## src/rtl/hpdcache_l15_adapter_pkg.sv

```systemverilog
// Shared encodings, FIFO entry type and byte-swap helper for the
// HPDcache to OpenPiton L1.5 adapter.
package hpdcache_l15_adapter_pkg;

    localparam logic [4:0] RQ_LOAD  = 5'b00000;
    localparam logic [4:0] RQ_STORE = 5'b00001;

    localparam logic [3:0] RET_LOAD   = 4'b0000;
    localparam logic [3:0] RET_ST_ACK = 4'b0100;

    localparam logic [2:0] SIZE_1B  = 3'b000;
    localparam logic [2:0] SIZE_2B  = 3'b001;
    localparam logic [2:0] SIZE_4B  = 3'b010;
    localparam logic [2:0] SIZE_8B  = 3'b011;
    localparam logic [2:0] SIZE_16B = 3'b111;

    // Widest TID the entry can hold; the top narrows it to TidWidth.
    localparam int TXN_TID_W = 8;

    typedef struct packed {
        logic [TXN_TID_W-1:0] tid;
        logic                 is_store;
    } txn_t;

    typedef enum logic {
        S_IDLE,
        S_WAIT_ACK
    } req_state_e;

    // Byte i of the word moves to byte 7-i when en is set.
    function automatic logic [63:0] bswap64(input logic [63:0] d,
                                            input logic        en);
        logic [63:0] r;
        for (int i = 0; i < 8; i++) begin
            r[8*i +: 8] = d[8*(7-i) +: 8];
        end
        return en ? r : d;
    endfunction

endpackage

```

## src/rtl/hpdcache_l15_adapter_txn_fifo.sv

```systemverilog
// In-order outstanding-transaction FIFO with occupancy count.
// Ports: clk/rst, push+din, pop+dout (head), count, full, empty.
module hpdcache_l15_txn_fifo #(
    parameter int Width = 9,
    parameter int Depth = 4
) (
    input  logic                   clk,
    input  logic                   rst,
    input  logic                   push,
    input  logic [Width-1:0]       din,
    input  logic                   pop,
    output logic [Width-1:0]       dout,
    output logic [$clog2(Depth):0] count,
    output logic                   full,
    output logic                   empty
);

    localparam int PW = (Depth > 1) ? $clog2(Depth) : 1;
    localparam int CW = $clog2(Depth) + 1;

    logic [Width-1:0] mem [Depth];
    logic [PW-1:0]    wr_ptr;
    logic [PW-1:0]    rd_ptr;

    assign dout  = mem[rd_ptr];
    assign full  = (count == CW'(Depth));
    assign empty = (count == '0);

    // Depth is a power of two, so pointers wrap by natural overflow.
    always_ff @(posedge clk or posedge rst) begin
        if (rst) begin
            wr_ptr <= '0;
            rd_ptr <= '0;
            count  <= '0;
        end else begin
            if (push) wr_ptr <= wr_ptr + 1'b1;
            if (pop)  rd_ptr <= rd_ptr + 1'b1;
            if (push && !pop)      count <= count + 1'b1;
            else if (pop && !push) count <= count - 1'b1;
        end
    end

    always_ff @(posedge clk) begin
        if (push) mem[wr_ptr] <= din;
    end

endmodule

```

## src/rtl/hpdcache_l15_adapter.sv

```systemverilog
// HPDcache memory interface to OpenPiton L1.5 request/return adapter.
// Ports: req_* (HPDcache request in), l15_* (L1.5 header out, return in),
// rsp_r_*/rsp_w_* (HPDcache read/write responses), err_o (sticky error).
module hpdcache_l15_adapter
    import hpdcache_l15_adapter_pkg::*;
#(
    parameter int AddrWidth      = 40,
    parameter int TidWidth       = 2,
    parameter int MaxOutstanding = 4,
    parameter bit SwapEndian     = 1'b1
) (
    input  logic                 clk_i,
    input  logic                 rst_i,
    input  logic                 req_valid_i,
    output logic                 req_ready_o,
    input  logic                 req_is_store_i,
    input  logic [AddrWidth-1:0] req_addr_i,
    input  logic [2:0]           req_size_i,
    input  logic [TidWidth-1:0]  req_tid_i,
    input  logic                 req_cacheable_i,
    input  logic [63:0]          req_wdata_i,
    output logic                 l15_val_o,
    output logic [4:0]           l15_rqtype_o,
    output logic [2:0]           l15_size_o,
    output logic [AddrWidth-1:0] l15_address_o,
    output logic                 l15_nc_o,
    output logic [63:0]          l15_data_o,
    input  logic                 l15_header_ack_i,
    input  logic                 l15_ret_val_i,
    input  logic [3:0]           l15_ret_type_i,
    input  logic [127:0]         l15_ret_data_i,
    output logic                 l15_req_ack_o,
    output logic                 rsp_r_valid_o,
    output logic [TidWidth-1:0]  rsp_r_tid_o,
    output logic [127:0]         rsp_r_data_o,
    output logic                 rsp_w_valid_o,
    output logic [TidWidth-1:0]  rsp_w_tid_o,
    output logic                 err_o
);

    localparam int CW = $clog2(MaxOutstanding) + 1;

    req_state_e    state;
    req_state_e    state_nxt;
    txn_t          push_entry;
    txn_t          head;
    logic [CW-1:0] count;
    logic          full;
    logic          empty;
    logic          accept;
    logic          known_ret;
    logic          is_ld_ret;
    logic          pop;
    logic          rsp_r_set;
    logic          rsp_w_set;
    logic          err_set;

    assign req_ready_o = (state == S_IDLE) && !full;
    assign accept      = req_valid_i && req_ready_o;
    assign l15_val_o   = (state == S_WAIT_ACK);

    assign push_entry.tid      = TXN_TID_W'(req_tid_i);
    assign push_entry.is_store = req_is_store_i;

    always_ff @(posedge clk_i or posedge rst_i) begin
        if (rst_i) state <= S_IDLE;
        else       state <= state_nxt;
    end

    always_comb begin
        state_nxt = state;
        unique case (state)
            S_IDLE:     if (accept)           state_nxt = S_WAIT_ACK;
            S_WAIT_ACK: if (l15_header_ack_i) state_nxt = S_IDLE;
        endcase
    end

    always_ff @(posedge clk_i or posedge rst_i) begin
        if (rst_i) begin
            l15_rqtype_o  <= '0;
            l15_size_o    <= '0;
            l15_address_o <= '0;
            l15_nc_o      <= 1'b0;
            l15_data_o    <= '0;
        end else if (accept) begin
            l15_rqtype_o  <= req_is_store_i ? RQ_STORE : RQ_LOAD;
            l15_size_o    <= req_size_i;
            l15_address_o <= req_addr_i;
            l15_nc_o      <= !req_cacheable_i;
            l15_data_o    <= bswap64(req_wdata_i, SwapEndian);
        end
    end

    hpdcache_l15_txn_fifo #(
        .Width ($bits(txn_t)),
        .Depth (MaxOutstanding)
    ) u_fifo (
        .clk   (clk_i),
        .rst   (rst_i),
        .push  (accept),
        .din   (push_entry),
        .pop   (pop),
        .dout  (head),
        .count (count),
        .full  (full),
        .empty (empty)
    );

    // Returns are always consumed; unknown types never touch the FIFO.
    assign l15_req_ack_o = l15_ret_val_i;
    assign is_ld_ret     = (l15_ret_type_i == RET_LOAD);
    assign known_ret     = is_ld_ret || (l15_ret_type_i == RET_ST_ACK);
    assign pop           = l15_ret_val_i && known_ret && !empty;
    assign rsp_r_set     = pop && is_ld_ret && !head.is_store;
    assign rsp_w_set     = pop && !is_ld_ret && head.is_store;
    // Mismatch: load return on a store head, or store ack on a load head.
    assign err_set       = l15_ret_val_i && known_ret &&
                           (empty || (is_ld_ret == head.is_store));

    always_ff @(posedge clk_i or posedge rst_i) begin
        if (rst_i) begin
            rsp_r_valid_o <= 1'b0;
            rsp_r_tid_o   <= '0;
            rsp_r_data_o  <= '0;
            rsp_w_valid_o <= 1'b0;
            rsp_w_tid_o   <= '0;
            err_o         <= 1'b0;
        end else begin
            rsp_r_valid_o <= rsp_r_set;
            rsp_w_valid_o <= rsp_w_set;
            if (rsp_r_set) begin
                rsp_r_tid_o  <= TidWidth'(head.tid);
                rsp_r_data_o <= {bswap64(l15_ret_data_i[127:64], SwapEndian),
                                 bswap64(l15_ret_data_i[63:0], SwapEndian)};
            end
            if (rsp_w_set) rsp_w_tid_o <= TidWidth'(head.tid);
            if (err_set)   err_o <= 1'b1;
        end
    end

endmodule

```

## config.mk

```make
export PLATFORM = sky130hd
export DESIGN_NAME = hpdcache_l15_adapter
export DESIGN_NICKNAME = d
export VERILOG_FILES = /design/src/rtl/hpdcache_l15_adapter_pkg.sv /design/src/rtl/hpdcache_l15_adapter_txn_fifo.sv /design/src/rtl/hpdcache_l15_adapter.sv
export SDC_FILE = /design/constraint.sdc
export NUM_CORES = 1
export LEC_CHECK = 0
export BUFFER_PORTS_ARGS = -buffer_cell sky130_fd_sc_hd__buf_2
export CORE_AREA = 2 2 196 198
export DETAILED_ROUTE_END_ITERATION = 8
export DIE_AREA = 0 0 198 200
export GPL_TIMING_DRIVEN = 0
export PLACE_DENSITY = 0.63
export SLEW_MARGIN = 20
export SYNTH_ARGS = -nofsm -noshare
export SYNTH_HDL_FRONTEND = slang
export SYNTH_SLANG_ARGS = --single-unit
```

## constraint.sdc

```tcl
create_clock -name clk_i -period 24.2 [get_ports clk_i]
set_input_delay 2.42 -clock clk_i [delete_from_list [all_inputs] [get_ports clk_i]]
set_output_delay 2.42 -clock clk_i [all_outputs]
set_load 0.02 [all_outputs]
```

### Word level (Yosys, flattened, before mapping)

Memories as Yosys holds them, arrays and structs flattened.
Cells that the tools add are included.

* eq/ne operators: 3
* add/subtract/negate cells: 4
* mux-type cells: 7
* bitwise logic cells: 1
* reduce and logical (&&, ||, !) cells: 23

Operators with widths (number)
* logical AND 1 bit: 11
* zero test 1 bit: 7
* 2-to-1 mux 3 bit: 2
* adder 2 x 1 -> 2 bit, second input constant: 2
* == test 4 x 3 -> 1 bit, second input constant: 1
* zero test 4 bit: 1
* 2-to-1 mux 1 bit: 4
* adder 3 x 1 -> 3 bit, second input constant: 1
* == test 3 bit, second input constant: 1
* zero test 3 bit: 1
* subtractor 3 x 1 -> 3 bit, second input constant: 1
* logical OR 1 bit: 2
* one-hot mux 1 bit (2 select lines): 1
* nonzero test 2 bit: 1
* == test 1 bit: 1
* inverter 1 bit: 1

* output and inout bits: 251
* flip-flop bits (word level): 256
* logic and storage cells: 54
* memories: 1
* input bits: 248
* RAM bits: 12

Memory list
* u_fifo.mem: words 4, width 3, rd ports 1, clocked after Yosys merged registers in 0, write ports 1, RTL line hpdcache_l15_adapter_txn_fifo.sv:21 `logic [Width-1:0] mem [Depth];`

### Longest topological paths before layout

Gate-level depths: netlist of the first run.

* word-level depth: 8
* depth in mapped cells: 10
* depth with buffers taken out: 8

### Modules after synthesis

From an unflattened synthesis of the first run, not the netlist that was laid out.

* cell total of the unflattened synthesis: 618
* area total of the unflattened synthesis: 10857.9 um2

Modules (own cells, without submodules)
* hpdcache_l15_adapter: instances 1, cells an instance 536, area each 9160.0 um2, seq. area each 6130.9 um2
* hpdcache_l15_txn_fifo: instances 1, cells an instance 82, area each 1697.9 um2, seq. area each 1256.2 um2

### Least setup slack after synthesis of the first run

No wires, ideal clock.

* kind: in2out
* start: input l15_ret_val_i
* end: output l15_req_ack_o
* arrival: 2554 ps
* path slack: 19226 ps
* path buffers: 1
* stages: 1
* required time: 21780 ps
* path through: buf_4

RTL lines
* from (decl): RTL line hpdcache_l15_adapter.sv:29 `input logic l15_ret_val_i,`
* to (decl): RTL line hpdcache_l15_adapter.sv:32 `output logic l15_req_ack_o,`

No word-level cell between the ends.

### Worst setup path after layout of the first run

* start: input l15_ret_val_i
* end: output l15_req_ack_o

No word-level cell between the ends.

==> results, run 1 <==
- The TritonCTS clock tree is done.
- The overflow left after global routing is 0.
- The die is around 200 um tall.
- The initial antenna violation count was 9.
- The total half-perimeter wirelength after legalization and detailed placement is around 21,000 um.
- The routed wirelength normalized by instance count is 16.6 um.
- The flow ran to the end, and the final reports show no timing, DRC or antenna violations.
- The nature of the critical path startpoint is an input port.
- Of the post-synthesis cell area, the dominant cell type holds 0.630.
- The internal portion of the total power is 1.07 mW.
- Yosys mapped a number of flops with a built-in enable equal to 12.
- OpenSTA, run right after detailed placement, puts the worst setup slack at 18,760 ps.
- For this run, the detailed router's first-pass iteration total came to 4.
- The share of total power in combinational logic is 0.322.
- After routing, the total negative slack on setup checks comes to 0 ps.
- The post-layout minimum cycle time is 5200 ps.
- Setup repair after global routing left no endpoint under its margin.
- The share of async-settable or async-resettable flops after synthesis is 0.955.
- In this run the cell area of the synthesized design comes to 10,000 sq um.
- Buffers placed on the I/O ports in this run total 494.
- The via count normalized by instance count is 4.12.
- TritonCTS created 30 clock buffers.
- The initial utilization of the core area, before any placement, comes to 0.268.
- The die footprint is ~40,000 sq um.
- The core region is roughly 37,000 sq um.
- The post-synthesis sequential area ratio is 0.666.
- The count of instances resized after the clock tree is built is 0.
- In this run the horizontal extent of the chip is 198 um.
- Each instance of the synthesized netlist takes up on average 17.1 sq um.
- The number of routed nets with antenna violations is 0.
- After floorplanning, the core was divided into between 70 and 80 placement rows.
- The total wirelength of the detailed-routed design is 27,400 um.
- The DRC violation count after routing is 0.
- From synthesis to final layout, the design area changed by 42.1%.
- At the pin with the least slew margin, the transition time is about 840 ps.
- In this run the number of H-tree levels came out at 1.
- Across all setup checks in the final design, the least slack found is 19,000 ps.
- In the post-synthesis netlist, the biggest area contributors are dfrtp_1 63%, mux2_2 17%, mux2_1 10%.
- The critical setup path kind is in2out.
- The static leakage is 7.56 nW.
- The final clock skew is 11.2 ps.
- For this run, the post-layout net count is 1,369.
- The number of different library cells in the post-synthesis netlist is 31.
- The worst hold path class is reg2reg.
- Setup violations remaining at the end of the flow were counted as 0.
- The largest vdd supply drop is approximately 0.081 mV.
- The most common flop cell mapped by yosys is dfrtp_1.
- The number of synthesized register bits is 264.
- Yosys instantiated no cell more often than dfrtp_1.
- The worst hold slack is about 480 ps.
- Pin placement for this block handled ~500 I/O pins.
- The number of max-slew violations in the final report is 0.
- The pin count of the biggest net entering global routing is about 100.
- The number of buffers on the longest clock path is 3.
- The wire length of the first global-routing pass is 40,300 um.
- The switching portion of total power is 0.339.
- Walking the worst path, the cells encountered are buf_2, buf_4, buf_2.
- The all-layer global routing usage is 0.131.
- STA puts the critical path data required time at 21,780 ps.
- The library cell with the largest summed area after synthesis is dfrtp_1.
- Of the total power, the clock network draws 0.284.
- For this design the total switching power over the nets is 0.547 mW.
- The number of buffers added for setup after CTS is 0.
- At the end of routability-driven placement, the weighted congestion stood at 0.740.
- The worst setup path is captured at an output pin.
- Timing would allow up to between 150 and 200 MHz.
- Ranked by instance count, the synthesized netlist is headed by 252 x dfrtp_1, 153 x mux2_2, 89 x mux2_1.
- The violation count after the first detailed-route iteration is 59.
- After clock tree synthesis, the clock-pin slew on the worst setup and hold paths is about 60 ps.
- The number of global-route vias before repair came to 7,228.
- In the final layout, the share of cells above drive strength 1 is 0.641.
- The tree built by TritonCTS fans out to roughly 260 sinks.
- Data arrives at the worst endpoint at 2780 ps.
- The synthesized instance count is 584.
- The slowest library cell on the worst path is buf_2.
- In this run the worst path has a maximum fanout of 2.
- The worst slew slack as a fraction of its limit is 0.441.
- The sequential share of power is 0.393.
- Max-cap violations in this run came to 0.
- Dividing total power by cell area gives a power density of 114 nW/um^2.
- Of the available clock period, the critical path in the final layout requires 0.215.
- The later pin in the worst-skew pair is clocked with a latency of 560 ps.
- During synthesis, Yosys emitted a total of 0 warnings.
- Among the stages of the critical path, the cell type that occurs most often is buf_2.
- The largest single stage delay on the critical path is 140 ps.
- The routed via count is 6,811.
- The clock root buffer is clkbuf_16.
- The hold violation count in the final report came to 0.
- After clock tree synthesis, the flow added hold-fix buffers numbering 0.
per-stage QoR:
| stage | instances | util | power [mW] | instance area (sq um) |
|---|---|---|---|---|
| CTS | 1649 | 0.380 | 1.64 | 14200 |
| global placement | 1592 | 0.351 | 1.16 | 13100 |
| global route | 1649 | 0.380 | 1.71 | 14200 |
| detailed placement | 1594 | 0.353 | 1.17 | 13200 |
| floorplan | 587 | - | 0.969 | 10000 |
| finish | 1652 | 0.380 | 1.62 | 14200 |
flip-flops by register name, summed over array words and instances (netlist names):
| name | flops |
|---|---|
| err_o | 1 |
| l15_address_o | 40 |
| l15_data_o | 64 |
| l15_nc_o | 1 |
| l15_rqtype_o | 1 |
| l15_size_o | 3 |
| l15_val_o | 1 |
| rsp_r_data_o | 128 |
| rsp_r_tid_o | 2 |
| rsp_r_valid_o | 1 |
| rsp_w_tid_o | 2 |
| rsp_w_valid_o | 1 |
| u_fifo.count | 3 |
| u_fifo.mem | 12 |
| u_fifo.rd_ptr | 2 |
| u_fifo.wr_ptr | 2 |
layout by cell type (no fill, tap or decap), types with 5 or more instances in the layout:
master	count
buf_2	502
dfrtp_1	252
mux2_2	153
mux2_1	89
clkbuf_16	31
clkbuf_1	14
edfxtp_1	12
buf_6	9
inv_1	7
clkbuf_8	7
buf_4	6
ha_1	5
clkinv_2	5
power groups by stage:
stage                     clock network, mW  registers, mW  logic (mW)
after floorplan                           0          0.787       0.181
after global placement                    0          0.638       0.522
after detailed placement                  0          0.641       0.531
after CTS                             0.475          0.637       0.530
after global routing                  0.492          0.654       0.560
final                                 0.459          0.636       0.521
cells by family after synthesis:
logic type | share of synthesized area
AO/OA/AOI/OAI | 0.00250
XOR/XNOR | 0.00525
adder cells (fa/ha/maj) | 0.00825
buffers and inverters | 0.0250
flip-flops | 0.666
multiplexers | 0.280
other | 0.000375
AND/OR/NAND/NOR | 0.0124
critical path: cells and delay by family:
family,cells,cell delay [ps]
buffers and inverters,3,360
area by class of cell:
| cell class | count | area, sq um |
|---|---|---|
| fill | 3606 | 23200 |
| inverter | 8 | 37.5 |
| antenna | 3 | 7.51 |
| buffer | 32 | 220 |
| clock inverter | 12 | 128 |
| timing repair buffer | 496 | 2530 |
| tap | 511 | 639 |
| multi-input combinational | 283 | 3110 |
| sequential | 264 | 6670 |
| clock buffer | 43 | 891 |
layer usage:
layer  routed length (um)  part of all wire  GRT usage
met1                10200              0.37      0.142
met2                13700              0.50      0.236
met3                 2970              0.11     0.0549
met4                  502             0.018     0.0348
met5                   52            0.0019          0
final timing paths:
check	cells past startpoint	startpoint	endpoint	slack, ps
setup / recovery	3	l15_ret_val_i	l15_req_ack_o	19000
hold / removal	1	rsp_r_data_o[63]	rsp_r_data_o[63]	480
setup reg to reg	10	u_fifo.count[0]	u_fifo.count[2]	20820
hold reg to reg	1	rsp_r_data_o[63]	rsp_r_data_o[63]	480
max in group asynchronous	3	rst_i	l15_data_o[17]	21330
min in group asynchronous	2	rst_i	rsp_r_data_o[8]	1930
Note: power is estimated with default switching activity, not from simulation.
==> inputs of run 2 (changes only) <==
PLACE_DENSITY = 0.64   (was 0.63)
clock period = 4.35 ns   (was 24.2 ns; I/O delays follow)
==> run 2 against run 1 <==
Against the previous run: clock power grew to 4.9 times the previous value; largest cell class unchanged; die area is the same; wire length grew 1.2%; worst setup slack lost 18000 ps; largest power group unchanged; sequential cell count is the same.
==> results, run 2 (synthesis results as in run 1) <==
- The global placement routability congestion is 0.762 (+3.0%).
- The die footprint is 39,600 sq um (unchanged).
- The max-capacitance violation count came to 0 (unchanged).
- The H-tree level count is 1 (unchanged).
- The required time reported for the critical path endpoint is 4810 ps (-16,970 ps).
- The layout filler cell count came to 3,595 (-0.31%).
- The slew of the pin with the lowest slew margin is 917 ps (+80.1 ps).
- The largest stage delay on the critical path is 800 ps (+660 ps).
- The area overhead of the layout relative to synthesis is 41.5%.
- The static leakage is 7.53 nW (-0.48%).
- The number of buffers added for setup after CTS came to 0 (unchanged).
- The via count normalized by instance count is 4.15 (+0.75%).
- The critical setup path kind is reg2reg.
- The share of the core filled with cells is 0.379 (-0.00177).
- The violation count after the first detailed-route iteration is 92 (+56%).
- The final clock skew is 12.5 ps (+1.29 ps).
- Setup repair after global routing left no endpoint under its margin.
- The cell class contributing the biggest share of worst-path delay is buffers and inverters.
- The setup slack on the worst flop-to-flop path is 1010 ps (-19,810 ps).
- Of the available clock period, the critical path in the final layout requires 0.768.
- The power density over cell area is 616 nW/um^2 (+440%).
- The hold violation count in the final report is 0 (unchanged).
- The logic depth of the worst register-to-register path is 10 (unchanged).
- The number of detailed-routing iterations run before antenna repair is 4 (unchanged).
- The TritonCTS clock tree is done.
- The final layout net count came to 1,373 (+0.29%).
- The initial antenna violation count is 3 (-6).
- The area taken by multi-input logic gates is 3110 sq um (unchanged).
- In this run the most critical hold path is launched from req_cacheable_i.
- The worst path arrival time is 3800 ps (+1020 ps).
- The maximum fanout along the worst path was 10 (+8).
- The worst hold path depth is 2 (+1).
- The number of CTS-inserted buffers is 28 (-6.7%).
- The wire length of the first global-routing pass is 41,000 um (+1.6%).
- The flip-flop count of the largest register after layout is 128 (unchanged).
- The number of setup violations in the final report is 0 (unchanged).
- The effective utilization at floorplan is 0.268 (unchanged).
- The worst slew slack as a fraction of its limit came to 0.387 (-0.0535).
- The top cell types in the final layout, fill and taps aside, are 502 x buf_2, 252 x dfrtp_1, 153 x mux2_2, 89 x mux2_1, 29 x clkbuf_16.
- The total negative slack for setup checks came to 0 ps (unchanged).
- The root buffer cell chosen for the clock tree is clkbuf_16.
- The buffering stage count on the worst path with inverters included came to 3 (unchanged).
- The internal power of the cells is 5.72 mW (+440%).
- The number of routed nets with antenna violations came to 0 (unchanged).
- The number of port buffers is 494 (unchanged).
- The switching portion of total power is 0.344 (+0.00482).
- The die width is 198 um (unchanged).
- The largest register by flop count is rsp_r_data_o.
- The switching power of the nets is 3.00 mW (+450%).
- The number of global-route vias before repair was 7,196 (-0.44%).
- The worst setup path is launched from a register.
- The total wirelength of the detailed-routed design came to 27,700 um (+1.2%).
- The number of max-slew violations in the final report is 0 (unchanged).
- The slowest stage of the critical path is the a211oi_2 cell.
- The routed via count is 6,862 (+0.75%).
- The routed wirelength normalized by instance count was 16.8 um (+1.2%).
- The sequential share of power is 0.407 (+0.014).
- The critical path launch point is u_fifo.count[0].
- The all-layer global routing usage is 0.133 (+0.00179).
- The critical path goes through nor2_1, a211oi_2, clkbuf_1, buf_2, ha_1, inv_1, fa_1, xor2_1, nor2_1, xor2_1.
- The post-layout minimum cycle time is 3340 ps.
- The total half-perimeter wirelength after legalization and detailed placement was 22,000 um (+2.6%).
- The boundary pin count is 499 (unchanged).
- The worst register-to-register path begins at u_fifo.count[0].
- The number of buffers on the longest clock path is 3 (unchanged).
- The largest vdd supply drop was 0.495 mV (+510%).
- The insertion delay of the later-clocked pin in the worst-skew pair is 540 ps (-20 ps).
- The area of the placeable core is 37,400 sq um (unchanged).
- The clock share of power came to 0.258 (-0.026).
- The endpoint identified for the worst register-to-register timing path is u_fifo.count[2].
- The DRC violation count after routing is 0 (unchanged).
- The pin count of the biggest net entering global routing was 35 (-66%).
- Timing would allow up to 299 MHz.
- The vertical die dimension is 200 um (unchanged).
- The worst hold path class is in2reg.
- The standard-cell row count is 71 (unchanged).
- The clock-pin slew on the worst setup and hold paths is 60 ps (about the same).
- The overflow left after global routing is 0 (unchanged).
- The register cell area after layout is 6670 sq um (unchanged).
- The flow ran to the end, and the final reports show no timing, DRC or antenna violations.
- The nature of the critical path endpoint is a register.
- The library cell used most frequently in the layout, excluding fill and tap cells, is buf_2.
- The share of cells above drive strength 1 is 0.632 (-0.00814).
- The largest registers in the layout are rsp_r_data_o x128, l15_data_o x64, l15_address_o x40.
- The share of total power in combinational logic is 0.335 (+0.013).
- The clock net sink count is 264 (unchanged).
- The end of the worst hold path is l15_nc_o.
## run 2: metrics by stage
stage	std cells	area, sq um	total power [mW]	setup WS [ps]	hold slack, ps
detailed placement	1599	13300	6.55	968	469
finish	1652	14200	8.72	1010	80.6
floorplan	587	10000	5.39	599	506
CTS	1651	14200	8.87	935	43.3
global route	1651	14200	9.22	755	65.8
global placement	1592	13100	6.49	-962	462
## run 2: area by class of cell
| class | instances | area share |
|---|---|---|
| Clock buffer | 48 | 0.0598 |
| Inverter | 8 | 0.00239 |
| Clock inverter | 3 | 0.00133 |
| Sequential cell | 264 | 0.471 |
| Timing Repair Buffer | 502 | 0.185 |
| Multi-Input combinational cell | 283 | 0.220 |
| Antenna cell | 1 | 0.000177 |
| Buffer | 32 | 0.0156 |
| Tap cell | 511 | 0.0452 |
## run 2: layer usage
metal	track usage	up-vias	wire length, um	part of all wire
met3	0.0509	33	2920	0.11
met2	0.242	334	14100	0.51
met4	0.0323	4	386	0.014
met1	0.146	3361	10300	0.37
li1	-	3130	-	-
met5	0	-	26	0.00094
## run 2: repair_timing
action | 4_1_cts | 5_1_grt
gates resized for setup | 0 | 0
endpoints found under the hold margin | 13 | 0
hold buffers | 1 | 0
## run 2: power groups by stage
stage / clock, mW / combinational, mW / sequential (mW)
after floorplan: 0 / 1.01 / 4.38
after global placement: 0 / 2.93 / 3.56
after detailed placement: 0 / 2.97 / 3.58
after CTS: 2.34 / 2.97 / 3.56
after global routing: 2.43 / 3.14 / 3.65
final: 2.25 / 2.92 / 3.55
## run 2: worst max path at each step
stage                        end  slack [ps]  cells past startpoint
3_5_place_dp     u_fifo.count[2]         970                     10
6_report         u_fifo.count[2]        1010                     10
3_3_place_gp   rsp_r_data_o[126]        -960                      2
5_1_grt          u_fifo.count[2]         760                     10
4_1_cts          u_fifo.count[2]         940                     10
2_1_floorplan              err_o         600                      1
==> inputs of run 3 (changes only) <==
PLACE_DENSITY = 0.63   (was 0.64)
clock period = 3.2 ns   (was 4.35 ns; I/O delays follow)
==> run 3 against run 2 <==
Against the previous run: global-route usage increased by 2.6 points; hold slack got worse by 58 ps; worst setup slack got worse by 660 ps; die area unchanged; via count increased by 15%; sequential cell count unchanged; register-to-register slack got worse by 660 ps; critical path depth unchanged; clock-buffer cell count decreased by 9; maximum frequency increased by 17%; power increased by 46%; clock skew increased by 4.8 ps; largest cell class unchanged; largest power group unchanged.
==> results, run 3 (synthesis results as in run 1) <==
- The worst hold slack was 22.6 ps (-58.0 ps).
- The via count normalized by instance count came to 4.19 (+0.75%).
- The number of buffers on the longest clock path is 3 (unchanged).
- The highest attainable clock frequency was 350 MHz (+17%).
- The flip-flop count of the largest register after layout is 128 (unchanged).
- The clock root buffer is clkbuf_16.
- The largest vdd supply drop came to 0.600 mV (+21%).
- The boundary pin count is 499 (unchanged).
- The number of CTS-inserted buffers was 29 (+3.6%).
- The fraction of the cycle the final worst path needs is 0.892 (+0.124).
- The post-layout minimum cycle time was 2850 ps (-485 ps).
- The clock net sink count came to 264 (unchanged).
- The final layout net count is 1,599 (+16%).
- The violation count after the first detailed-route iteration is 106 (+15%).
- The all-layer global routing usage is 0.159 (+0.0257).
- The tightest min-delay check is of the in2reg type.
- The standard cell area after detailed placement is 13,300 sq um (+0.21%).
- The required time reported for the critical path endpoint came to 3670 ps (-1140 ps).
- The number of routed nets with antenna violations is 0 (unchanged).
- The initial antenna violation count is 3 (unchanged).
- The share of cells above drive strength 1 is 0.538 (-0.0948).
- The clock-pin slew on the worst setup and hold paths is 60 ps (about the same).
- The standard-cell row count is 71 (unchanged).
- The largest stage delay on the critical path is 490 ps (-310 ps).
- The die footprint was 39,600 sq um (unchanged).
- Leaving out fill and tap cells, the most frequent cells in the layout are 502 x buf_2, 252 x dfrtp_1, 224 x dlygate4sd3_1, 153 x mux2_2, 89 x mux2_1.
- The global placement routability congestion is 0.763 (+0.22%).
- The max-capacitance violation count is 0 (unchanged).
- The number of placed instances, taps included was 1,600 (+0.063%).
- In the final layout, the registers with the most flip-flops are rsp_r_data_o x128, l15_data_o x64, l15_address_o x40.
- The number of detailed-routing iterations run before antenna repair was 4 (unchanged).
- The overall power after layout was 12.7 mW (+46%).
- The total half-perimeter wirelength after legalization and detailed placement came to 23,300 um (+6.1%).
- The buffering stage count on the worst path with inverters included is 3 (unchanged).
- The die width is 198 um (unchanged).
- The H-tree level count is 1 (unchanged).
- The routed wirelength normalized by instance count is 17.6 um (+4.8%).
- The overflow left after global routing is 0 (unchanged).
- The insertion delay of the later-clocked pin in the worst-skew pair was 560 ps (+20 ps).
- The hold violation count in the final report is 0 (unchanged).
- For this design, the slowest cell found on the critical path is clkbuf_1.
- The final clock skew came to 17.3 ps (+4.82 ps).
- The area growth from synthesis to layout is 65.8%.
- The power density over cell area came to 765 nW/um^2 (+24%).
- The slew of the pin with the lowest slew margin is 876 ps (-40.6 ps).
- The maximum fanout along the worst path is 10 (unchanged).
- The effective utilization at floorplan is 0.268 (unchanged).
- The largest register by flop count is rsp_r_data_o.
- The worst slew slack as a fraction of its limit is 0.416 (+0.0282).
- The critical path goes through nor2_1, a211oi_4, clkbuf_1, buf_2, ha_1, inv_1, fa_1, xor2_1, nor2_1, xor2_1.
- The static leakage was 8.57 nW (+14%).
- The number of setup violations in the final report was 0 (unchanged).
- TritonCTS built the clock tree.
- Setup repair after global routing left no endpoint under its margin.
- The final instance area was 16,600 sq um (+17%).
- The wire length of the first global-routing pass is 48,700 um (+19%).
- The pin count of the biggest net entering global routing came to 35 (unchanged).
- The count of placed standard cells in the final layout, fillers left out was 1,880 (+14%).
- The area of the placeable core was 37,400 sq um (unchanged).
- The commonest non-fill, non-tap cell in the layout is buf_2.
- The routed via count came to 7,868 (+15%).
- The critical path is of the reg2reg type.
- The vertical die dimension is 200 um (unchanged).
- The worst path arrival time is 3320 ps (-480 ps).
- The nature of the critical path startpoint is a register.
- The worst setup path is captured at a register.
- The number of max-slew violations in the final report came to 0 (unchanged).
- The number of port buffers was 494 (unchanged).
- The total wirelength of the detailed-routed design is 33,000 um (+19%).
- The number of global-route vias before repair came to 8,818 (+23%).
- The DRC violation count after routing came to 0 (unchanged).
- On the critical path the largest part of the delay comes from buffers and inverters.
- The flow ran to the end, and the final reports show no timing, DRC or antenna violations.
==> run 3: changes by cell type in the layout (fill, tap and decap cells not counted), sizes merged <==
cell / delta
clkbuf: -9
bufinv: +5
dlygate4sd3: +223
diode: +1
clkinv: +6
buf: +2
==> run 3: layer usage <==
metal | share of wire | track usage | up-vias | wire length, um
met1 | 0.37 | 0.166 | 3878 | 12100
li1 | - | - | 3586 | -
met5 | 0 | 0 | - | 0
met3 | 0.079 | 0.0428 | 48 | 2600
met4 | 0.025 | 0.0532 | 0 | 815
met2 | 0.53 | 0.305 | 356 | 17600
==> run 3: final timing paths <==
check | from | endpoint | slack (ps) | depth (start not counted)
worst max register to register | u_fifo.count[0] | u_fifo.count[2] | 350 | 10
worst min-delay path | req_addr_i[24] | l15_address_o[24] | 20 | 2
worst max-delay path | u_fifo.count[0] | u_fifo.count[2] | 350 | 10
worst min register to register | rsp_r_data_o[111] | rsp_r_data_o[111] | 480 | 1
min in group asynchronous | rst_i | rsp_r_data_o[18] | 340 | 3
max in group asynchronous | rst_i | l15_address_o[29] | 1840 | 6
==> run 3: repair_timing <==
item                       in CTS  in global routing
resized for setup               1                  0
setup endpoints to repair       2                  0
hold buffers                  224                  0
setup buffers                   1                  0
hold endpoints to repair      247                  0
==> run 3: per-stage QoR <==
step,utilization,setup TNS [ps],setup WS [ps]
3_5_place_dp,0.356,-864,-453
6_report,0.444,0,345
4_1_cts,0.444,0,309
2_1_floorplan,-,-109790,-436
3_3_place_gp,0.351,-500450,-1980
5_1_grt,0.444,0,132
==> run 3: layout make-up <==
class                      instances  area [sq um]
sequential                       264          6670
fill                            3280         20800
tap                              511           639
timing repair buffer             727          4890
inverter                           8          33.8
multi-input combinational        283          3120
antenna                            2          5.00
clock inverter                    14           203
clock buffer                      39           823
buffer                            32           220
==> run 3: power by group <==
part	total (mW)	internal, mW	switching [mW]
logic	4.27	1.86	2.41
clock network	3.57	2.20	1.37
registers	4.86	4.32	0.539
==> run 3: worst reg2reg max path: stages, from the launching register on <==
cell      delay (ps)
dfrtp_1          450
nor2_1           130
a211oi_4         290
clkbuf_1         490
buf_2            350
ha_1             220
inv_1             60
fa_1             370
xor2_1           150
nor2_1           110
xor2_1           160
